### src/rtl/reaction_pkg.sv
// reaction_pkg
//   Shared definitions for the reaction-timer session sequencer:
//   state encoding, special timer result codes and the initial "best" value.
package reaction_pkg;

    localparam int STATE_W = 3;

    typedef enum logic [STATE_W-1:0] {
        S_IDLE    = 3'd0,
        S_ARM     = 3'd1,
        S_START   = 3'd2,
        S_RUN     = 3'd3,
        S_CAPTURE = 3'd4,
        S_GAP     = 3'd5,
        S_SUMMARY = 3'd6
    } state_t;

    // Timer reports 9.999 s when the player pressed before the light.
    localparam logic [15:0] RESULT_FALSE       = 16'h9999;
    // Anything of one second or more is treated as a missed reaction.
    localparam logic [15:0] RESULT_TIMEOUT_MIN = 16'h1000;
    // Best starts at the largest BCD value so any valid result beats it.
    localparam logic [15:0] BEST_INIT          = 16'h9999;
    localparam logic [19:0] SUM_MAX            = 20'hFFFFF;

endpackage

### src/rtl/bcd_to_ms.sv
// bcd_to_ms
//   Combinational conversion of three BCD digits {d2,d1,d0} (the
//   millisecond part of a timer result) into a binary millisecond count.
//   Ports:
//     bcd  in  12  BCD digits, d2 in [11:8], d1 in [7:4], d0 in [3:0]
//     ms   out 10  d2*100 + d1*10 + d0 (0..999 for legal BCD)
module bcd_to_ms (
    input  logic [11:0] bcd,
    output logic [9:0]  ms
);

    always_comb begin
        ms = 10'(bcd[11:8]) * 10'd100 + 10'(bcd[7:4]) * 10'd10 + 10'(bcd[3:0]);
    end

endmodule

### src/rtl/reaction_session_ctrl.sv
// reaction_session_ctrl
//   Runs TRIALS reaction trials back to back: resets and starts the timer,
//   waits for each result, classifies it and keeps last/best/sum/false-start
//   statistics. Owns the timer's reset and start inputs.
//   Ports:
//     i_clk, i_reset_n        clock, synchronous active-low reset
//     i_go                    session start button (level, rising edge used)
//     i_abort                 return to IDLE on the next clock, wins always
//     o_tmr_reset/o_tmr_start timer control (start is a 1-cycle pulse)
//     i_tmr_done/i_tmr_result timer done level and BCD result
//     o_last/o_best/o_sum     last result, best valid result, sum in ms
//     o_trial/o_false         completed trials, false starts
//     o_busy/o_summary/o_wdog session running, finished, watchdog fired
//     o_state                 current FSM state (debug visibility)
//   Handshake: the timer is a level interface. i_tmr_done is only looked at
//   in RUN; a done level seen there moves to CAPTURE, where i_tmr_result is
//   taken. The timer is held in reset between trials, which drops done.
module reaction_session_ctrl
    import reaction_pkg::*;
#(
    parameter int unsigned TRIALS     = 4,
    parameter int unsigned GAP_TICKS  = 200_000_000,
    parameter int unsigned WDOG_TICKS = 1_600_000_000
) (
    input  logic        i_clk,
    input  logic        i_reset_n,
    input  logic        i_go,
    input  logic        i_abort,
    output logic        o_tmr_reset,
    output logic        o_tmr_start,
    input  logic        i_tmr_done,
    input  logic [15:0] i_tmr_result,
    output logic [15:0] o_last,
    output logic [15:0] o_best,
    output logic [19:0] o_sum,
    output logic [3:0]  o_trial,
    output logic [3:0]  o_false,
    output logic        o_busy,
    output logic        o_summary,
    output logic        o_wdog,
    output logic [2:0]  o_state
);

    localparam logic [31:0] GAP_LAST  = 32'(GAP_TICKS - 1);
    localparam logic [31:0] WDOG_LAST = 32'(WDOG_TICKS - 1);
    localparam logic [3:0]  TRIALS_N  = 4'(TRIALS);

    state_t      state;
    logic        go_q;
    logic        arm_cnt;
    logic [31:0] gap_cnt;
    logic [31:0] wdog_cnt;

    logic        go_edge;
    logic [9:0]  cap_ms;
    logic [20:0] sum_add;
    logic [19:0] sum_sat;
    logic [3:0]  trial_inc;
    logic        is_false;
    logic        is_timeout;

    bcd_to_ms u_bcd_to_ms (
        .bcd (i_tmr_result[11:0]),
        .ms  (cap_ms)
    );

    always_comb begin
        go_edge    = i_go & ~go_q;
        sum_add    = {1'b0, o_sum} + 21'(cap_ms);
        // Carry out of 20 bits means the sum would wrap; pin it instead.
        sum_sat    = sum_add[20] ? SUM_MAX : sum_add[19:0];
        trial_inc  = o_trial + 4'd1;
        is_false   = (i_tmr_result == RESULT_FALSE);
        is_timeout = (i_tmr_result >= RESULT_TIMEOUT_MIN);
    end

    assign o_state = state;

    always_ff @(posedge i_clk) begin
        if (!i_reset_n) begin
            state       <= S_IDLE;
            go_q        <= 1'b1;   // a button held through reset is not an edge
            arm_cnt     <= 1'b0;
            gap_cnt     <= '0;
            wdog_cnt    <= '0;
            o_tmr_reset <= 1'b0;
            o_tmr_start <= 1'b0;
            o_last      <= '0;
            o_best      <= BEST_INIT;
            o_sum       <= '0;
            o_trial     <= '0;
            o_false     <= '0;
            o_busy      <= 1'b0;
            o_summary   <= 1'b0;
            o_wdog      <= 1'b0;
        end else begin
            go_q        <= i_go;
            // Both timer controls are pulses unless a state re-asserts them.
            o_tmr_start <= 1'b0;
            o_tmr_reset <= 1'b0;

            if (i_abort) begin
                state       <= S_IDLE;
                o_tmr_reset <= 1'b1;
                o_busy      <= 1'b0;
                o_summary   <= 1'b0;
            end else begin
                case (state)
                    S_IDLE, S_SUMMARY: begin
                        if (go_edge) begin
                            o_last      <= '0;
                            o_best      <= BEST_INIT;
                            o_sum       <= '0;
                            o_trial     <= '0;
                            o_false     <= '0;
                            o_summary   <= 1'b0;
                            o_wdog      <= 1'b0;
                            o_busy      <= 1'b1;
                            o_tmr_reset <= 1'b1;
                            arm_cnt     <= 1'b0;
                            state       <= S_ARM;
                        end
                    end

                    S_ARM: begin
                        // Timer reset is already high for this cycle; keep it
                        // for one more, then fire start on the way out.
                        if (!arm_cnt) begin
                            arm_cnt     <= 1'b1;
                            o_tmr_reset <= 1'b1;
                        end else begin
                            o_tmr_start <= 1'b1;
                            state       <= S_START;
                        end
                    end

                    S_START: begin
                        wdog_cnt <= '0;
                        state    <= S_RUN;
                    end

                    S_RUN: begin
                        if (i_tmr_done) begin
                            state <= S_CAPTURE;
                        end else if (wdog_cnt == WDOG_LAST) begin
                            o_wdog      <= 1'b1;
                            o_tmr_reset <= 1'b1;
                            o_busy      <= 1'b0;
                            state       <= S_IDLE;
                        end else begin
                            wdog_cnt <= wdog_cnt + 32'd1;
                        end
                    end

                    S_CAPTURE: begin
                        o_last  <= i_tmr_result;
                        o_trial <= trial_inc;
                        if (is_false) begin
                            o_false <= o_false + 4'd1;
                        end else if (!is_timeout) begin
                            o_sum <= sum_sat;
                            if (i_tmr_result < o_best) begin
                                o_best <= i_tmr_result;
                            end
                        end
                        if (trial_inc == TRIALS_N) begin
                            o_summary <= 1'b1;
                            o_busy    <= 1'b0;
                            state     <= S_SUMMARY;
                        end else begin
                            gap_cnt     <= '0;
                            o_tmr_reset <= 1'b1;
                            state       <= S_GAP;
                        end
                    end

                    S_GAP: begin
                        // Reset stays high for the whole gap; the next trial
                        // goes straight to START without re-arming.
                        if (gap_cnt == GAP_LAST) begin
                            o_tmr_start <= 1'b1;
                            state       <= S_START;
                        end else begin
                            gap_cnt     <= gap_cnt + 32'd1;
                            o_tmr_reset <= 1'b1;
                        end
                    end

                    default: begin
                        state <= S_IDLE;
                    end
                endcase
            end
        end
    end

endmodule

### config.mk
export PLATFORM = sky130hd
export DESIGN_NAME = reaction_session_ctrl
export DESIGN_NICKNAME = d
export VERILOG_FILES = /design/src/rtl/reaction_pkg.sv /design/src/rtl/bcd_to_ms.sv /design/src/rtl/reaction_session_ctrl.sv
export SDC_FILE = /design/constraint.sdc
export NUM_CORES = 1
export LEC_CHECK = 0
export BUFFER_PORTS_ARGS = -buffer_cell sky130_fd_sc_hd__buf_2
export CAP_MARGIN = 20
export CORE_MARGIN = 2
export CORE_UTILIZATION = 59
export CTS_CLUSTER_SIZE = 16
export DETAILED_ROUTE_END_ITERATION = 8
export HOLD_SLACK_MARGIN = 0.03
export PLACE_DENSITY = 0.81
export SYNTH_ARGS = -nofsm -noshare
export SYNTH_HDL_FRONTEND = slang
export SYNTH_HIERARCHICAL = 1
export SYNTH_SLANG_ARGS = --single-unit
### constraint.sdc
create_clock -name i_clk -period 5.4 [get_ports i_clk]
set_clock_uncertainty 0.15 [all_clocks]
set_input_delay 0 -clock i_clk [delete_from_list [all_inputs] [get_ports i_clk]]
set_output_delay 0 -clock i_clk [all_outputs]
set_load 0.03 [all_outputs]
## Yosys cells after proc, flatten, opt, wreduce, memory -nomap -nowiden

Index checks and enable logic that the tools add are counted.

- Flip-flop bits (word level): 134
- Bits in latches: 0
- Bits in writable memories: 0
- Memory bits (read-only): 0
- Bits of input ports: 21
- Word-level logic and storage cells: 126
- Memories: 0

- Add/subtract/negate cells: 7
- $mul: 2
- Div/mod/pow operators: 0
- Magnitude comparators: 2
- Equal/unequal tests: 24
- Shift operators: 0
- Multiplexer cells: 52
- Bitwise operators: 4
- Reduce and logical (&&, ||, !) cells: 20

Operators with widths:

| cell | number |
|---|---|
| two-way mux 32 bit | 4 |
| one-hot mux 32 bit (2 select lines) | 2 |
| two-way mux 16 bit | 5 |
| two-way mux 20 bit | 4 |
| adder 32 x 1 -> 32 bit (second input constant) | 2 |
| one-hot mux 16 bit (2 select lines) | 2 |
| one-hot mux 20 bit (2 select lines) | 1 |
| equality test 32 x 28 -> 1 bit (second input constant) | 1 |
| equality test 32 x 31 -> 1 bit (second input constant) | 1 |
| inequality test 2 bit (second input constant) | 13 |
| adder 20 x 10 -> 21 bit | 1 |
| one-hot mux 3 bit (6 select lines) | 1 |
| two-way mux 1 bit | 17 |
| equality test 16 bit (second input constant) | 1 |
| greater-or-equal comparator 16 x 13 -> 1 bit (second input constant) | 1 |
| less-than comparator 16 bit | 1 |
| one-hot mux 4 bit (2 select lines) | 2 |
| AND reduction 4 bit | 4 |
| two-way mux 3 bit | 5 |
| AND reduction 5 bit | 3 |
| adder 10 x 4 -> 10 bit | 1 |
| adder 10 x 8 -> 10 bit | 1 |
| nonzero test 2 bit | 5 |
| equality test 3 bit (second input constant) | 3 |
| 19 further kinds | 30 |

## Longest topological paths before layout

Gate-level depths: netlist of the first run.

- Depth in word-level cells: 8
- Depth in mapped cells: 18

## Cells and area by module

The synthesis of the first run kept the hierarchy.

Modules (own cells, without submodules):

| module | times used | cells each | area each (um^2) | sequential area each (um^2) |
|---|---|---|---|---|
| reaction_session_ctrl | 1 | 839 | 7010.5 | 2682.6 |
| bcd_to_ms | 1 | 71 | 645.6 | 0.0 |

## Worst setup path after synthesis of the first run

OpenSTA, ideal clock, no wires.

- Kind: in2reg
- From: input i_tmr_result[8]
- To: register o_sum[12]
- Arrival: 3.671 ns
- Required time: 5.191 ns
- Setup slack: 1.520 ns
- Cell stages on the path: 15
- Path through: ha_1 > ha_1 > fa_1 > ha_1 > ha_1 > nor2b_1 > a221oi_1 > o311ai_1 > ha_1 > and2_1 > a41oi_1 > or3_1 > buf_2 > a211oi_1 > a31o_2

- Longest elaborated chain between the ends: 8

Ends and longest elaborated chain:

| element | RTL line | text |
|---|---|---|
| start: declaration | reaction_session_ctrl.sv:32 | `input logic [15:0] i_tmr_result,` |
| multiplier 4 x 5 -> 8 bit | bcd_to_ms.sv:13 | `ms = 10'(bcd[11:8]) * 10'd100 + 10'(bcd[7:4]) * 10'd10 + 10'(bcd[3:0]);` |
| adder 10 x 8 -> 10 bit | bcd_to_ms.sv:13 |  |
| adder 10 x 4 -> 10 bit | bcd_to_ms.sv:13 |  |
| named net cap_ms[8] | reaction_session_ctrl.sv:55 | `logic [9:0] cap_ms;` |
| adder 20 x 10 -> 21 bit | reaction_session_ctrl.sv:69 | `sum_add = {1'b0, o_sum} + 21'(cap_ms);` |
| two-way mux 20 bit | reaction_session_ctrl.sv:71 | `sum_sat = sum_add[20] ? SUM_MAX : sum_add[19:0];` |
| two-way mux 20 bit | reaction_session_ctrl.sv:160 | `end else if (!is_timeout) begin` |
| two-way mux 20 bit | reaction_session_ctrl.sv:158 | `if (is_false) begin` |
| one-hot mux 20 bit (2 select lines) | reaction_session_ctrl.sv:108 | `case (state)` |
| end signal: assignment | reaction_session_ctrl.sv:161 | `o_sum <= sum_sat;` |
| end: declaration | reaction_session_ctrl.sv:35 | `output logic [19:0] o_sum,` |

The timed path passes the listed nets, and every way through them passes these cells. The select of a mux whose other input is x is not followed.
A chain may end at the register's enable or synchronous reset.

## Final worst setup path of the first run

- From: input i_tmr_result[5]
- To: register o_sum[2]

- Longest elaborated chain between the ends: 8

Ends and longest elaborated chain:

| element | RTL line |
|---|---|
| multiplier 4 x 3 -> 7 bit | bcd_to_ms.sv:13 |
| adder 10 x 8 -> 10 bit | bcd_to_ms.sv:13 |
| adder 10 x 4 -> 10 bit | bcd_to_ms.sv:13 |
| named net cap_ms[9] | reaction_session_ctrl.sv:55 |
| adder 20 x 10 -> 21 bit | reaction_session_ctrl.sv:69 |
| two-way mux 20 bit | reaction_session_ctrl.sv:71 |
| two-way mux 20 bit | reaction_session_ctrl.sv:160 |
| two-way mux 20 bit | reaction_session_ctrl.sv:158 |
| one-hot mux 20 bit (2 select lines) | reaction_session_ctrl.sv:108 |

The timed path passes the listed nets, and every way through them passes these cells. The select of a mux whose other input is x is not followed.

==> out/qor.json, run 1 <==
{
  "via_count": {"value": 7038},
  "numPlacedInstances": {"value": 1140},
  "die_area": {"value": 13900, "unit": "µm²"},
  "period_share": {"value": 88.24, "unit": "%"},
  "ys.warnings.count": {"value": 6},
  "antenna_found_initial": {"value": 0},
  "critPathBufInv": {"value": 2},
  "setup_violations": {"value": 0},
  "critical_path.cell_chain": {"value": "dlygate4sd3_1 -> buf_2 -> ha_1 -> ha_1 -> fa_1 -> xor2_1 -> ha_1 -> ha_1 -> nand3_1 -> o22ai_1 -> o22ai_1 -> xnor2_1 -> ha_1 -> and2_1 -> a41oi_1 -> nor3_1 -> o21ai_0 -> a21oi_1"},
  "slowest_cell_on_the_critical_path": {"value": "nor3_1"},
  "drt_iter0_markers": {"value": 652},
  "synthesis.nets": {"value": 989},
  "commonest_register_cell_after_synthesis": {"value": "dfxtp_1"},
  "setup_tns": {"value": 0, "unit": "ps"},
  "io_pins": {"value": 89},
  "cts.reportedPaths.clkPinSlew": {"value": 60, "unit": "ps"},
  "worstSetupEndpointType": {"value": "flop"},
  "vdd_ir_max": {"value": 0.2134, "unit": "mV"},
  "synth.cell_area": {"value": 7656, "unit": "µm²"},
  "port-buffer-count": {"value": 88},
  "setup_repair_after_global_routing_missed_its_margin": {"value": "no"},
  "timing.critical_path.mode_cell": {"value": "ha_1"},
  "worstHoldPathType": {"value": "in2reg"},
  "shortest_period_the_worst_path_allows": {"value": 4765, "unit": "ps"},
  "routed.top_layer": {"value": "met4"},
  "fmaxAchievable": {"value": 209.9, "unit": "MHz"},
  "dr_wl_met2": {"value": 8718, "unit": "µm"},
  "detailedRoute.firstPassIterationCount": {"value": 5},
  "drc_errors": {"value": 0},
  "cellPowerDensity": {"value": 276.2, "unit": "nW/µm²"},
  "grt_start_max_net_pins": {"value": 32},
  "max_stage_delay": {"value": 710, "unit": "ps"},
  "clk-insertion-delay-late": {"value": 430, "unit": "ps"},
  "crit_family": {"value": "adder cells"},
  "synth-async-reset-ratio": {"value": 0, "unit": "%"},
  "globalRouteOverflowTotal": {"value": 0},
  "place.gp.congestion": {"value": 0.9193},
  "fp.dieH": {"value": 117.9, "unit": "µm"},
  "grt.total_usage": {"value": 28.64, "unit": "%"},
  "grt_pass1_vias": {"value": 6629},
  "post_synth_num_cell_types": {"value": 80},
  "tritoncts": {"value": "yes"},
  "cts_root_buf": {"value": "clkbuf_16"},
  "cts_made_buffers": {"value": 17},
  "crit_required": {"value": 5580, "unit": "ps"},
  "detailedPlacementHpwl": {"value": 13090, "unit": "µm"},
  "syn-mean-instance-area": {"value": 8.413, "unit": "µm²"},
  "numClockSinks": {"value": 134},
  "layout.area.seq": {"value": 2683, "unit": "µm²"},
  "layout.cells.most_common_list": {"value": "dfxtp_1, nor2_1, nand2_1, buf_2, a21oi_1"},
  "synth-seq-area-share": {"value": 35.04, "unit": "%"},
  "route.detailed.wl_per_inst": {"value": 16.20, "unit": "µm"},
  "antenna_diode_count": {"value": 0},
  "final_cells": {"value": 1194},
  "cts-root-to-sink-buffers": {"value": 2},
  "via_per_inst": {"value": 5.894},
  "power.static_leakage": {"value": 3.627, "unit": "nW"},
  "report.final.slew_viol_count": {"value": 0},
  "crit_path_start_kind": {"value": "input pin"},
  "run_status": {"value": "completed"},
  "routed_length_on_met1": {"value": 8836, "unit": "µm"},
  "floorplan.initialDensity": {"value": 60.67, "unit": "%"},
  "ys_ff_latch": {"value": 134},
  "detail_route.wirelength": {"value": 19340, "unit": "µm"},
  "post-synth-top-area-fraction": {"value": 35.04, "unit": "%"},
  "die-width": {"value": 117.9, "unit": "µm"},
  "detailedPlace.worstSlack": {"value": 819.6, "unit": "ps"},
  "postLayoutSetupSlackWorst": {"value": 635.0, "unit": "ps"},
  "synth_top_area_cells": {"value": "dfxtp_1, ha_1, nor2_1, nand2_1, xor2_1"},
  "final_hold_viol_count": {"value": 0},
  "synthesis.instances": {"value": 910},
  "layout_commonest_cell": {"value": "dfxtp_1"},
  "footprint_of_the_multi_input_gates": {"value": 4676, "unit": "µm²"},
  "timing_worst_slew_pin_value": {"value": 1121, "unit": "ps"},
  "arrival": {"value": 4950, "unit": "ps"},
  "metal3_wl": {"value": 1356, "unit": "µm"},
  "finalCoreUtilization": {"value": 71.18, "unit": "%"},
  "slew_headroom": {"value": 25.24, "unit": "%"},
  "synth_enable_flop_cells": {"value": 0},
  "fp-row-count": {"value": 41},
  "cts-htree-levels": {"value": 4},
  "crit_fanout": {"value": 9},
  "netlist.top_cell.by_area": {"value": "dfxtp_1"},
  "drive_above_1_share": {"value": 14.87, "unit": "%"},
  "final_antenna_net_count": {"value": 0},
  "finalNetCount": {"value": 1088},
  "timing.setup.critical_path_class": {"value": "in2reg"},
  "area_delta_synth_final": {"value": 17.32, "unit": "%"},
  "core": {"value": 12620, "unit": "µm²"},
  "grt_first_pass_wirelength": {"value": 32450, "unit": "µm"},
  "fillers": {"value": 994},
  "drv.max_cap_violation_count": {"value": 0}
}
sequential cells by signal, summed over array words and instances, names as in the netlist:
name,cells
o_false,4
o_summary,1
o_tmr_start,1
go_q,1
o_busy,1
o_wdog,1
o_state,3
o_sum,20
wdog_cnt,32
arm_cnt,1
o_trial,4
o_tmr_reset,1
gap_cnt,32
o_best,16
o_last,16
power breakdown:
part           switching (mW)  internal [mW]  total [mW]
Sequential            0.00261          0.992       0.995
Combinational           0.205          0.146       0.351
Clock                   0.425          0.711        1.14
final timing paths:
| kind | start | endpoint | slack (ps) | depth (start not counted) |
|---|---|---|---|---|
| min | i_tmr_result[15] | o_last[15] | 280 | 4 |
| min reg2reg | o_last[9] | o_last[9] | 300 | 2 |
| max | i_tmr_result[5] | o_sum[2] | 630 | 18 |
| max reg2reg | o_state[1] | wdog_cnt[28] | 2320 | 6 |
per-layer routing:
layer  GRT usage [%]  vias to the layer above
li1                -                     3436
met1           37.83                     3315
met2           44.80                      252
met3           7.946                       35
met4           10.32                        0
met5               0                        -
Yosys cell counts (all sizes together), types with 8 or more instances:
library cell / count
nand2: 101
nor2b: 9
and3: 18
nor4: 10
nor3: 27
dfxtp: 134
a21oi: 55
xnor2: 33
buf: 18
inv: 33
a21o: 8
nand3: 42
ha: 52
o21ai: 36
nand4: 26
mux2i: 16
clkbuf: 17
nor2: 112
xor2: 41
and4: 12
cells by family after synthesis:
| logic type | Yosys count | synth area share (%) |
|---|---|---|
| AOI/OAI and AO/OA | 153 | 12.72 |
| xor gates and xnor gates | 74 | 8.465 |
| adders and majority gates | 59 | 10.21 |
| buffers and inverters | 69 | 4.184 |
| DFF | 134 | 35.04 |
| muxes | 16 | 2.092 |
| and+or+nand+nor | 405 | 27.29 |
cell type report:
type / count / share of cell area, %
Inverter: 34 / 1.421
Tap cell: 172 / 2.396
Clock buffer: 23 / 5.321
Clock inverter: 9 / 1.114
Timing Repair Buffer: 115 / 7.828
Sequential cell: 134 / 29.86
Multi-Input combinational cell: 707 / 52.05
metrics by stage:
step / hold WS, ps / power, mW / instance area, µm²
final: 278.1 / 2.481 / 8982
after global routing: 276.3 / 2.570 / 8982
after CTS: 250.3 / 2.482 / 8967
after detailed placement: 89.77 / 1.344 / 8179
after global placement: 83.64 / 1.335 / 8179
after floorplan: -48.53 / 1.265 / 7656
worst register-to-register path, cell delays in order (launching register included):
cell and delay (ps):
dfxtp_1 660, nor2b_1 360, nand3b_1 610, nor3b_2 610
and3b_4 280, a211oi_1 70, a31o_2 220
repair_timing:
action                                 CTS  global route
setup buffers                            0             0
endpoints found under the hold margin   46             0
hold buffers                            21             0
resized for setup                        0             0
Power figures use the tool's default switching activity.
==> inputs of run 2 (changes only) <==
--- a/config.mk
+++ b/config.mk
@@ -11,7 +11,9 @@
 export CORE_UTILIZATION = 59
 export CTS_CLUSTER_SIZE = 16
 export DETAILED_ROUTE_END_ITERATION = 8
+export GPL_TIMING_DRIVEN = 1
 export HOLD_SLACK_MARGIN = 0.03
+export MAX_ROUTING_LAYER = met4
 export PLACE_DENSITY = 0.81
 export SYNTH_ARGS = -nofsm -noshare
 export SYNTH_HDL_FRONTEND = slang
==> constraint.sdc (replaced) <==
create_clock -name i_clk -period 4.66 [get_ports i_clk]
set_clock_uncertainty 0.15 [all_clocks]
set_input_delay 0 -clock i_clk [delete_from_list [all_inputs] [get_ports i_clk]]
set_output_delay 0 -clock i_clk [all_outputs]
set_load 0.03 [all_outputs]
==> run 2 against run 1 <==
Effect of this change: die area did not move; cell count did not move; cell area rose by 0.91%; sequential power rose by 16%; global-route usage rose by 0.71 points; critical path depth fell by 2; register-to-register slack got worse by 720 ps; count of clock-buffer cells in the layout rose by 2; worst hold slack got worse by 63 ps; worst setup slack got worse by 420 ps; via count barely moved; non-clock buffer count did not move; critical path type unchanged; largest power group unchanged; highest routed layer unchanged.
==> out/qor.json, run 2 (same netlist as run 1, synthesis figures left out) <==
{
  "cts_made_buffers": {"value": 17, "change": "unchanged"},
  "antenna_diode_count": {"value": 0, "change": "unchanged"},
  "fillers": {"value": 962, "change": "-3.2%"},
  "io_pins": {"value": 89, "change": "unchanged"},
  "shortest_period_the_worst_path_allows": {"value": 4448, "unit": "ps"},
  "detail_route.wirelength": {"value": 19310, "unit": "µm", "change": "-0.13%"},
  "max_stage_delay": {"value": 530, "unit": "ps", "change": "-180 ps"},
  "net-switching-power": {"value": 733.9, "unit": "µW", "change": "+16%"},
  "grt.total_usage": {"value": 29.34, "unit": "%", "change": "+0.71 points"},
  "power.share.clock": {"value": 48.0, "unit": "%", "change": "+2.2 points"},
  "globalRouteOverflowTotal": {"value": 0, "change": "unchanged"},
  "cts-htree-levels": {"value": 4, "change": "unchanged"},
  "slew_headroom": {"value": 25.10, "unit": "%", "change": "-0.14 points"},
  "cp_num_cells": {"value": 16, "change": "-2"},
  "detailedRoute.firstPassIterationCount": {"value": 5, "change": "unchanged"},
  "place.gp.congestion": {"value": 0.8931, "change": "-2.8%"},
  "worstSetupEndpointType": {"value": "flop"},
  "timing.rr.start": {"value": "o_state[1]"},
  "antenna_found_initial": {"value": 0, "change": "unchanged"},
  "arrival": {"value": 4670, "unit": "ps", "change": "-280 ps"},
  "clk-insertion-delay-late": {"value": 430, "unit": "ps", "change": "about the same"},
  "report.power.total": {"value": 2.990, "unit": "mW", "change": "+21%"},
  "crit_fanout": {"value": 7, "change": "-2"},
  "die_area": {"value": 13900, "unit": "µm²", "change": "unchanged"},
  "final_antenna_net_count": {"value": 0, "change": "unchanged"},
  "worstHoldPathType": {"value": "in2reg"},
  "setup_tns": {"value": 0, "unit": "ps", "change": "unchanged"},
  "layout.area.seq": {"value": 2683, "unit": "µm²", "change": "unchanged"},
  "cts-root-to-sink-buffers": {"value": 2, "change": "unchanged"},
  "reg2reg_slack": {"value": 1600, "unit": "ps", "change": "-720 ps"},
  "via_per_inst": {"value": 5.893, "change": "about the same"},
  "route.detailed.wl_per_inst": {"value": 16.17, "unit": "µm", "change": "-0.13%"},
  "reg_top3": {"value": "gap_cnt: 32 flops, wdog_cnt: 32 flops, o_sum: 20 flops"},
  "timing.critical_path.mode_cell": {"value": "ha_1"},
  "floorplan.initialDensity": {"value": 60.67, "unit": "%", "change": "unchanged"},
  "sequentialPowerShare": {"value": 38.5, "unit": "%", "change": "-1.6 points"},
  "critical_path.cell_chain": {"value": "dlygate4sd3_1 -> buf_2 -> ha_1 -> ha_1 -> fa_1 -> ha_1 -> ha_1 -> nor2b_1 -> a221oi_1 -> o311ai_1 -> ha_1 -> and2_1 -> a41oi_2 -> or3_4 -> a211oi_1 -> a31o_2"},
  "timing.setup.critical_path_class": {"value": "in2reg"},
  "final_hold_viol_count": {"value": 0, "change": "unchanged"},
  "finalCoreUtilization": {"value": 71.82, "unit": "%", "change": "+0.64 points"},
  "fp.dieH": {"value": 117.9, "unit": "µm", "change": "unchanged"},
  "fmaxAchievable": {"value": 224.8, "unit": "MHz"},
  "internal-power": {"value": 2.256, "unit": "mW", "change": "+22%"},
  "finalNetCount": {"value": 1088, "change": "unchanged"},
  "cts_setup_buffers": {"value": 0, "change": "unchanged"},
  "area_delta_synth_final": {"value": 18.39, "unit": "%"},
  "drv.max_cap_violation_count": {"value": 0, "change": "unchanged"},
  "worst_r2r_path_depth": {"value": 6, "change": "unchanged"},
  "core": {"value": 12620, "unit": "µm²", "change": "unchanged"},
  "footprint_of_the_multi_input_gates": {"value": 4700, "unit": "µm²", "change": "+0.51%"},
  "grt_start_max_net_pins": {"value": 30, "change": "-6.3%"},
  "numClockSinks": {"value": 134, "change": "unchanged"},
  "crit_family": {"value": "adder cells"},
  "drc_errors": {"value": 0, "change": "unchanged"},
  "crit_path_start_kind": {"value": "input pin"},
  "drive_above_1_share": {"value": 15.36, "unit": "%", "change": "+0.49 points"},
  "grt_pass1_vias": {"value": 6748, "change": "+1.8%"},
  "die-width": {"value": 117.9, "unit": "µm", "change": "unchanged"},
  "setup_violations": {"value": 0, "change": "unchanged"},
  "vdd_ir_max": {"value": 0.3360, "unit": "mV", "change": "+57%"},
  "timing_worst_slew_pin_value": {"value": 1123, "unit": "ps", "change": "+2.131 ps"},
  "run_status": {"value": "completed"},
  "fin_worst_hold_slack": {"value": 215.0, "unit": "ps", "change": "-63.11 ps"},
  "tritoncts": {"value": "yes"},
  "cts.reportedPaths.clkPinSlew": {"value": 60, "unit": "ps", "change": "about the same"},
  "grt_first_pass_wirelength": {"value": 32510, "unit": "µm", "change": "+0.17%"},
  "worst_r2r_endpoint": {"value": "wdog_cnt[28]"},
  "slowest_cell_on_the_critical_path": {"value": "dlygate4sd3_1"},
  "drt_iter0_markers": {"value": 661, "change": "+1.4%"},
  "critPathBufInv": {"value": 2, "change": "unchanged"},
  "report.final.slew_viol_count": {"value": 0, "change": "unchanged"},
  "power.static_leakage": {"value": 3.681, "unit": "nW", "change": "+1.5%"},
  "port-buffer-count": {"value": 88, "change": "unchanged"},
  "period_share": {"value": 95.45, "unit": "%"},
  "setup_repair_after_global_routing_missed_its_margin": {"value": "no"},
  "endpoint": {"value": "o_sum[12]"},
  "fp-row-count": {"value": 41, "change": "unchanged"},
  "detailedPlacementHpwl": {"value": 13070, "unit": "µm", "change": "about the same"},
  "layout_commonest_cell": {"value": "dfxtp_1"},
  "layout.cells.most_common_list": {"value": "dfxtp_1, nor2_1, nand2_1, buf_2, a21oi_1"},
  "cellPowerDensity": {"value": 329.9, "unit": "nW/µm²", "change": "+19%"},
  "cts_root_buf": {"value": "clkbuf_16"},
  "crit_required": {"value": 4880, "unit": "ps", "change": "-700 ps"},
  "power_frac_comb": {"value": 13.4, "unit": "%", "change": "-0.7 points"},
  "setup.worst_path.start": {"value": "i_tmr_result[11]"},
  "switching_share": {"value": 24.54, "unit": "%", "change": "-0.94 points"},
  "via_count": {"value": 7036, "change": "-0.028%"}
}
[run 2: worst min path at each step]
stage,start,end,slack (ps),cells after the start
after global placement,i_go,go_q,60,2
after detailed placement,i_go,go_q,70,2
final,i_tmr_result[5],o_false[1],210,5
after global routing,i_tmr_result[12],o_last[12],290,4
after CTS,i_tmr_result[5],o_false[1],200,5
after floorplan,i_go,go_q,-50,1
[run 2: per-stage QoR]
stage | setup WS, ps | cell area, µm² | instances
floorplan | 780.3 | 7656 | 910
global route | 8.105 | 9064 | 1194
detailed placement | 49.65 | 8179 | 1140
global placement | 144.5 | 8179 | 1140
CTS | 27.19 | 9029 | 1193
finish | 211.9 | 9064 | 1194
[run 2: power groups by stage]
stage | clock [mW] | combinational [mW] | sequential [mW]
2_1_floorplan | 0 | 0.284 | 1.18
3_3_place_gp | 0 | 0.368 | 1.18
3_5_place_dp | 0 | 0.373 | 1.18
4_1_cts | 1.45 | 0.391 | 1.15
5_1_grt | 1.49 | 0.445 | 1.15
6_report | 1.44 | 0.402 | 1.15
[run 2: per-layer routing]
layer  GRT usage (%)  vias up  part of all wire (%)
met3           7.171       41                   6.5
met1           37.67     3319                    46
met2           44.66      219                    45
li1                -     3457                     -
met5               -        -                     0
met4           11.45        0                   2.1
[run 2: cell type report]
cell class              instances  area share [%]
clock buffers                  25           5.798
clock inverters                 7           1.256
inverters                      34           1.408
multi-input cells             707           51.85
flip-flops and latches        134           29.60
well taps                     172           2.374
repair buffers                115           7.717
[run 2: worst min-delay path, delay by kind of cell]
kind	cells	cell delay [ps]
AND/OR/NAND/NOR	1	70
buffers and inverters	1	140
AO/OA/AOI/OAI	3	530
[run 2: what timing repair did]
item / 4_1_cts / 5_1_grt
gates resized for setup: 0 / 4
hold buffers: 21 / 0
hold endpoints to repair: 46 / 0
setup endpoints to repair: 0 / 14
